[src/rtl/xem5010_mem_arbiter.sv]
// xem5010_mem_arbiter
// Demand-driven scheduler between a 64-bit write requester and a read requester
// in front of the XEM5010 DDR2 MIG application interface. It serialises each
// granted request into MIG command/write-data beats, assembles two returned read
// beats into one 64-bit response and bounds the reads in flight.
//
// Ports
//   s_clk, s_rst            clock, synchronous active-high reset
//   s_phy_init_done         MIG calibration complete; no grants while low
//   wr_req_valid/addr/data  write request (held stable until wr_req_ready)
//   wr_req_ready            write accepted this cycle (combinational)
//   rd_req_valid/addr       read request (held stable until rd_req_ready)
//   rd_req_ready            read accepted this cycle (combinational)
//   rd_resp_valid/data      one-cycle response pulse, {second beat, first beat}
//   rd_outstanding          read commands issued but not yet fully returned
//   s_app_af_afull          MIG command FIFO almost full
//   s_app_wdf_afull         MIG write-data FIFO almost full
//   s_app_rd_data_valid/data  MIG read beat
//   s_app_af_wren/cmd/addr  MIG command FIFO write (cmd 000 write, 001 read)
//   s_app_wdf_wren/data     MIG write-data FIFO write
//   s_app_wdf_mask_data     write mask, tied to zero
module xem5010_mem_arbiter #(
  parameter int unsigned ADDR_WIDTH      = 31,
  parameter int unsigned MAX_RUN         = 8,
  parameter int unsigned MAX_OUTSTANDING = 4
) (
  input  logic                  s_clk,
  input  logic                  s_rst,
  input  logic                  s_phy_init_done,
  input  logic                  wr_req_valid,
  input  logic [ADDR_WIDTH-1:0] wr_req_addr,
  input  logic [63:0]           wr_req_data,
  output logic                  wr_req_ready,
  input  logic                  rd_req_valid,
  input  logic [ADDR_WIDTH-1:0] rd_req_addr,
  output logic                  rd_req_ready,
  output logic                  rd_resp_valid,
  output logic [63:0]           rd_resp_data,
  output logic [3:0]            rd_outstanding,
  input  logic                  s_app_af_afull,
  input  logic                  s_app_wdf_afull,
  input  logic                  s_app_rd_data_valid,
  input  logic [31:0]           s_app_rd_data,
  output logic                  s_app_af_wren,
  output logic [2:0]            s_app_af_cmd,
  output logic [ADDR_WIDTH-1:0] s_app_af_addr,
  output logic                  s_app_wdf_wren,
  output logic [31:0]           s_app_wdf_data,
  output logic [3:0]            s_app_wdf_mask_data
);

  localparam int unsigned RUN_W = 8;
  localparam int unsigned OUT_W = 4;

  localparam logic [RUN_W-1:0] RUN_LIMIT = RUN_W'(MAX_RUN);
  localparam logic [RUN_W-1:0] RUN_SAT   = '1;
  localparam logic [OUT_W-1:0] OUT_LIMIT = OUT_W'(MAX_OUTSTANDING);
  localparam logic [2:0]       CMD_WR    = 3'b000;
  localparam logic [2:0]       CMD_RD    = 3'b001;

  typedef enum logic {IDLE, WR_HI} state_t;
  typedef enum logic {TYPE_WR, TYPE_RD} req_type_t;

  state_t           state;
  req_type_t        last_type;
  logic [RUN_W-1:0] run_count;
  logic [31:0]      wr_hi_data;
  logic             beat_toggle;
  logic [31:0]      rd_low;

  logic      wr_elig;
  logic      rd_elig;
  logic      keep_last;
  logic      grant_wr;
  logic      grant_rd;
  req_type_t grant_type;
  logic      rd_beat;
  logic      rd_done;

  assign s_app_wdf_mask_data = 4'b0000;

  // Eligibility, fairness-limited arbitration and read-return qualification
  always_comb begin
    wr_elig    = 1'b0;
    rd_elig    = 1'b0;
    keep_last  = 1'b0;
    grant_wr   = 1'b0;
    grant_rd   = 1'b0;
    grant_type = TYPE_WR;
    rd_beat    = 1'b0;
    rd_done    = 1'b0;

    if (!s_rst && state == IDLE && s_phy_init_done && !s_app_af_afull) begin
      wr_elig = wr_req_valid && !s_app_wdf_afull;
      rd_elig = rd_req_valid && (rd_outstanding < OUT_LIMIT);
    end

    // With both eligible: stay on last_type until its run is used up, then switch.
    keep_last = (run_count < RUN_LIMIT);
    grant_wr  = wr_elig && (!rd_elig || ((last_type == TYPE_WR) == keep_last));
    grant_rd  = rd_elig && !grant_wr;
    grant_type = grant_rd ? TYPE_RD : TYPE_WR;

    // Beats arriving with nothing outstanding are stray and ignored.
    rd_beat = s_app_rd_data_valid && (rd_outstanding != '0);
    rd_done = rd_beat && beat_toggle;
  end

  assign wr_req_ready = grant_wr;
  assign rd_req_ready = grant_rd;

  // FSM, MIG output registers, run tracking and read-return assembly
  always_ff @(posedge s_clk) begin
    if (s_rst) begin
      state          <= IDLE;
      last_type      <= TYPE_WR;
      run_count      <= '0;
      wr_hi_data     <= '0;
      beat_toggle    <= 1'b0;
      rd_low         <= '0;
      rd_outstanding <= '0;
      rd_resp_valid  <= 1'b0;
      rd_resp_data   <= '0;
      s_app_af_wren  <= 1'b0;
      s_app_af_cmd   <= CMD_WR;
      s_app_af_addr  <= '0;
      s_app_wdf_wren <= 1'b0;
      s_app_wdf_data <= '0;
    end else begin
      s_app_af_wren  <= 1'b0;
      s_app_wdf_wren <= 1'b0;
      rd_resp_valid  <= 1'b0;

      case (state)
        IDLE: begin
          if (grant_wr) begin
            s_app_af_wren  <= 1'b1;
            s_app_af_cmd   <= CMD_WR;
            s_app_af_addr  <= wr_req_addr;
            s_app_wdf_wren <= 1'b1;
            s_app_wdf_data <= wr_req_data[31:0];
            wr_hi_data     <= wr_req_data[63:32];
            state          <= WR_HI;
          end else if (grant_rd) begin
            s_app_af_wren  <= 1'b1;
            s_app_af_cmd   <= CMD_RD;
            s_app_af_addr  <= rd_req_addr;
          end
        end
        WR_HI: begin
          // Second write beat is issued unconditionally; flags were checked at grant.
          s_app_wdf_wren <= 1'b1;
          s_app_wdf_data <= wr_hi_data;
          state          <= IDLE;
        end
        default: state <= IDLE;
      endcase

      if (grant_wr || grant_rd) begin
        if (grant_type == last_type) begin
          if (run_count != RUN_SAT) begin
            run_count <= run_count + RUN_W'(1);
          end
        end else begin
          run_count <= RUN_W'(1);
          last_type <= grant_type;
        end
      end

      if (rd_beat) begin
        if (!beat_toggle) begin
          rd_low      <= s_app_rd_data;
          beat_toggle <= 1'b1;
        end else begin
          rd_resp_valid <= 1'b1;
          rd_resp_data  <= {s_app_rd_data, rd_low};
          beat_toggle   <= 1'b0;
        end
      end

      // Issue and retire in the same cycle cancel out.
      case ({grant_rd, rd_done})
        2'b10:   rd_outstanding <= rd_outstanding + OUT_W'(1);
        2'b01:   rd_outstanding <= rd_outstanding - OUT_W'(1);
        default: rd_outstanding <= rd_outstanding;
      endcase
    end
  end

endmodule

[config.mk]
export PLATFORM = sky130hd
export DESIGN_NAME = xem5010_mem_arbiter
export DESIGN_NICKNAME = d
export VERILOG_FILES = /design/src/rtl/xem5010_mem_arbiter.sv
export SDC_FILE = /design/constraint.sdc
export NUM_CORES = 1
export LEC_CHECK = 0
export BUFFER_PORTS_ARGS = -buffer_cell sky130_fd_sc_hd__buf_2
export CORE_MARGIN = 5
export CORE_UTILIZATION = 25
export DETAILED_ROUTE_END_ITERATION = 16
export PLACE_DENSITY_LB_ADDON = 0.1
export SYNTH_ARGS = -nofsm -noshare
export SYNTH_HDL_FRONTEND = slang
export SYNTH_SLANG_ARGS = --single-unit
[constraint.sdc]
create_clock -name s_clk -period 3.9 [get_ports s_clk]
set_input_delay 0.39 -clock s_clk [delete_from_list [all_inputs] [get_ports s_clk]]
set_output_delay 0.39 -clock s_clk [all_outputs]
set_load 0.02 [all_outputs]
==> impl_metrics.env <==
export IMPL_status="finished clean"
export IMPL_synth_most_common_cell="nand2_1"
export IMPL_finalCriticalPeriod_ns=2.76
export IMPL_synth_area_per_cell_um2=8.26
export IMPL_worst_slew_pin_slew_ns=1.02
export IMPL_slew_headroom_pct=32.3
export IMPL_dieArea_um2=36200
export IMPL_antenna_found_initial=10
export IMPL_grtUsageTotal_pct=13.9
export IMPL_required_ns=4.35
export IMPL_holdBufCountCts=0
export IMPL_synthTopCellsByArea="dfxtp_1 (52%), nand2_1 (15%), a21oi_1 (10%)"
export IMPL_reg2reg_to="rd_outstanding[2]$_SDFFE_PP0P_"
export IMPL_grt_pass1_wl_um=41400
export IMPL_root_buffer="clkbuf_16"
export IMPL_fp_dieW_um=190
export IMPL_clock_fmax_mhz=363
export IMPL_hp_class="in2reg"
export IMPL_synth_compound_area_share_pct=18.8
export IMPL_crit_path_top_delay_cell="or3b_4"
export IMPL_synth_simple_gate_area_share_pct=21.1
export IMPL_numPortBuffers=302
export IMPL_worstSetupPathType="reg2reg"
export IMPL_grt_max_degree=177
export IMPL_rsz0062_at_grt="false"
export IMPL_setup_slack_ns=1.14
export IMPL_die_y_um=190
export IMPL_ys_top_cells_by_count="nand2_1 (332), dfxtp_1 (210), a21oi_1 (162)"
export IMPL_first_pass_iters=4
export IMPL_coreArea_um2=32300
export IMPL_powerDensity_nw_per_um2=452
export IMPL_vias_per_cell=4.47
export IMPL_fin_worst_skew_ns=0.0124
export IMPL_dp_hpwl_um=17400
export IMPL_dp_cells=1662
export IMPL_yosys_register_bits=210
export IMPL_crit_path_end_kind="register"
export IMPL_drv_cap=0
export IMPL_synth_edf_count=0
export IMPL_worstSkewPairLatency_ns=0.53
export IMPL_synth_top_family_by_area="simple AND/OR/NAND/NOR gates"
export IMPL_async_flop_share_pct=0
export IMPL_arrival_ns=3.20
export IMPL_setup_viol=0
export IMPL_irDropWorstVdd_uv=255
export IMPL_post_cts_buffers=0
export IMPL_initial_core_util_pct=25.2
export IMPL_dr_first_iter_drc_count=353
export IMPL_ys_types=53
export IMPL_postRouteAntennaNets=0
export IMPL_post_route_period_util_pct=70.7
export IMPL_worstPathCellList="or3b_4 > a211o_1 > nand3_2 > nand2_1 > ha_1 > xor2_1 > ha_1 > a21oi_1 > xor2_1 > or3_1 > a21oi_1"
export IMPL_cts_tree="done"
export IMPL_startpoint="rd_outstanding[2]$_SDFFE_PP0P_"
export IMPL_power_leakage_nw=4.49
export IMPL_syn_area_um2=8130
export IMPL_reg2reg_depth=11
export IMPL_instances_no_fill=1712
export IMPL_syn_to_final_growth_pct=32.6
export IMPL_worst_setup_path_start_kind="register"
export IMPL_ys_flop_type="dfxtp_1"
export IMPL_synth_top_area_share_pct=51.7
export IMPL_cts_resized=0
export IMPL_yosys_warnings=0
export IMPL_rows=66
export IMPL_drive_gt1_share_pct=29.7
export IMPL_routabilityCongestion=0.734
export IMPL_wl_um=26400
export IMPL_yosysSeqAreaShare_pct=51.7
export IMPL_crit_buf_inv=0
export IMPL_r2r_start="rd_outstanding[2]$_SDFFE_PP0P_"
export IMPL_wl_per_cell_um=15.4
export IMPL_io_pins=309
export IMPL_crit_cells=11
export IMPL_dpl_worst_slack_ns=0.963
export IMPL_htreeDepth=1
export IMPL_hold_path_depth=3
export IMPL_grt_pass1_vias=7475
export IMPL_muxShareOfSynthArea_pct=1.85
export IMPL_synth_xor_area_share_pct=0.431
export IMPL_drv_slew=0
export IMPL_numCtsBuffers=27
export IMPL_drcViolationCount=0
export IMPL_setup_worst_path_end="rd_outstanding[2]$_SDFFE_PP0P_"
export IMPL_final_nets=1419
export IMPL_finalHoldViolations=0
export IMPL_fin_tns_setup_ns=0
export IMPL_vias=7650
export IMPL_r2r_setup_slack_ns=1.14
export IMPL_overflow=0
export IMPL_synth_top_cell_by_area="dfxtp_1"
export IMPL_cp_max_fo=9
export IMPL_cpPeakStageDelay_ns=0.45
export IMPL_cts_sinks=210
export IMPL_fin_hold_ws_ns=0.0778
export IMPL_crit_family="simple AND/OR/NAND/NOR gates"
export IMPL_clockBufferDepth=3
export IMPL_netlist_instances=984
export IMPL_clk_pin_slew_worst_paths_ns=0.06
export IMPL_yosys_area_share_adder_pct=0.616
==> state kept, by name, summed over array words and instances, names as in the netlist <==
signal	cells
run_count	8
s_app_wdf_wren	1
s_app_af_addr	31
state	1
rd_low	32
rd_resp_valid	1
rd_outstanding	4
rd_resp_data	64
s_app_wdf_data	32
s_app_af_wren	1
wr_hi_data	32
s_app_af_cmd	1
last_type	1
beat_toggle	1
==> layer usage <==
layer / up-vias / global-route usage, % / wire, µm
li1: 3858 / - / -
met5: - / 0 / 97
met1: 3476 / 17.9 / 11700
met2: 249 / 21.5 / 11200
met3: 51 / 5.95 / 2820
met4: 16 / 3.37 / 607
==> tightest hold or removal path, delay by kind of cell <==
family                 cells  cell delay [ns]
AND/OR/NAND/NOR            2             0.10
buffers and inverters      1             0.07
==> layout by cell type, fill, tap and decap left out, drive strengths merged, types with 4 or more instances in the layout <==
master	count
a31oi	6
a22oi	28
conb	6
dfxtp	210
mux2i	15
nand3	5
o21ai	19
clkinv	7
a21o	4
a21oi	162
a311oi	17
ha	4
inv	8
nor3	6
nand2	332
nor2	27
nand3b	17
clkbuf	39
a22o	4
buf	312
==> through the flow <==
step	power [mW]	utilization (%)	cell area, µm²
floorplan	2.39	-	8150
global placement	2.54	30.7	9920
detailed placement	2.54	30.7	9920
CTS	4.99	33.4	10800
global route	5.11	33.4	10800
finish	4.87	33.4	10800
==> power breakdown <==
part	leakage, nW	internal, mW	switching [mW]	total (mW)
registers	1.70	2.18	0.0179	2.20
logic	2.37	0.116	0.172	0.288
clock network	0.421	1.46	0.926	2.38
==> final cells by class <==
| cell class | count | area (µm²) |
|---|---|---|
| Multi-Input combinational cell | 690 | 3520 |
| Antenna cell | 2 | 5.00 |
| Clock inverter | 9 | 98.8 |
| Fill cell | 3519 | 21500 |
| Sequential cell | 210 | 4210 |
| Timing Repair Buffer | 312 | 1620 |
| Inverter | 8 | 30.0 |
| Tap cell | 442 | 553 |
| Clock buffer | 39 | 751 |
==> cells by family (layout without fill, tap and decap cells) <==
group	after synthesis	count (layout)
buffers and inverters	89	368
and+or+nand+nor	409	409
other	1	8
muxes	15	15
adders and majority gates	4	4
AOI/OAI and AO/OA	252	252
xor gates and xnor gates	4	4
DFF	210	210
==> worst min path at each step <==
stage                                    start                               to
3_5_place_dp   s_app_wdf_data[21]$_SDFFE_PP0P_  s_app_wdf_data[21]$_SDFFE_PP0P_
3_3_place_gp   s_app_wdf_data[29]$_SDFFE_PP0P_  s_app_wdf_data[29]$_SDFFE_PP0P_
4_1_cts                        wr_req_data[63]      wr_hi_data[31]$_SDFFE_PP0P_
2_1_floorplan           rd_low[0]$_SDFFE_PP0P_     rd_resp_data[0]$_SDFFE_PP0P_
5_1_grt                        wr_req_data[63]      wr_hi_data[31]$_SDFFE_PP0P_
6_report                       wr_req_data[63]      wr_hi_data[31]$_SDFFE_PP0P_
Power figures use the tool's default switching activity.
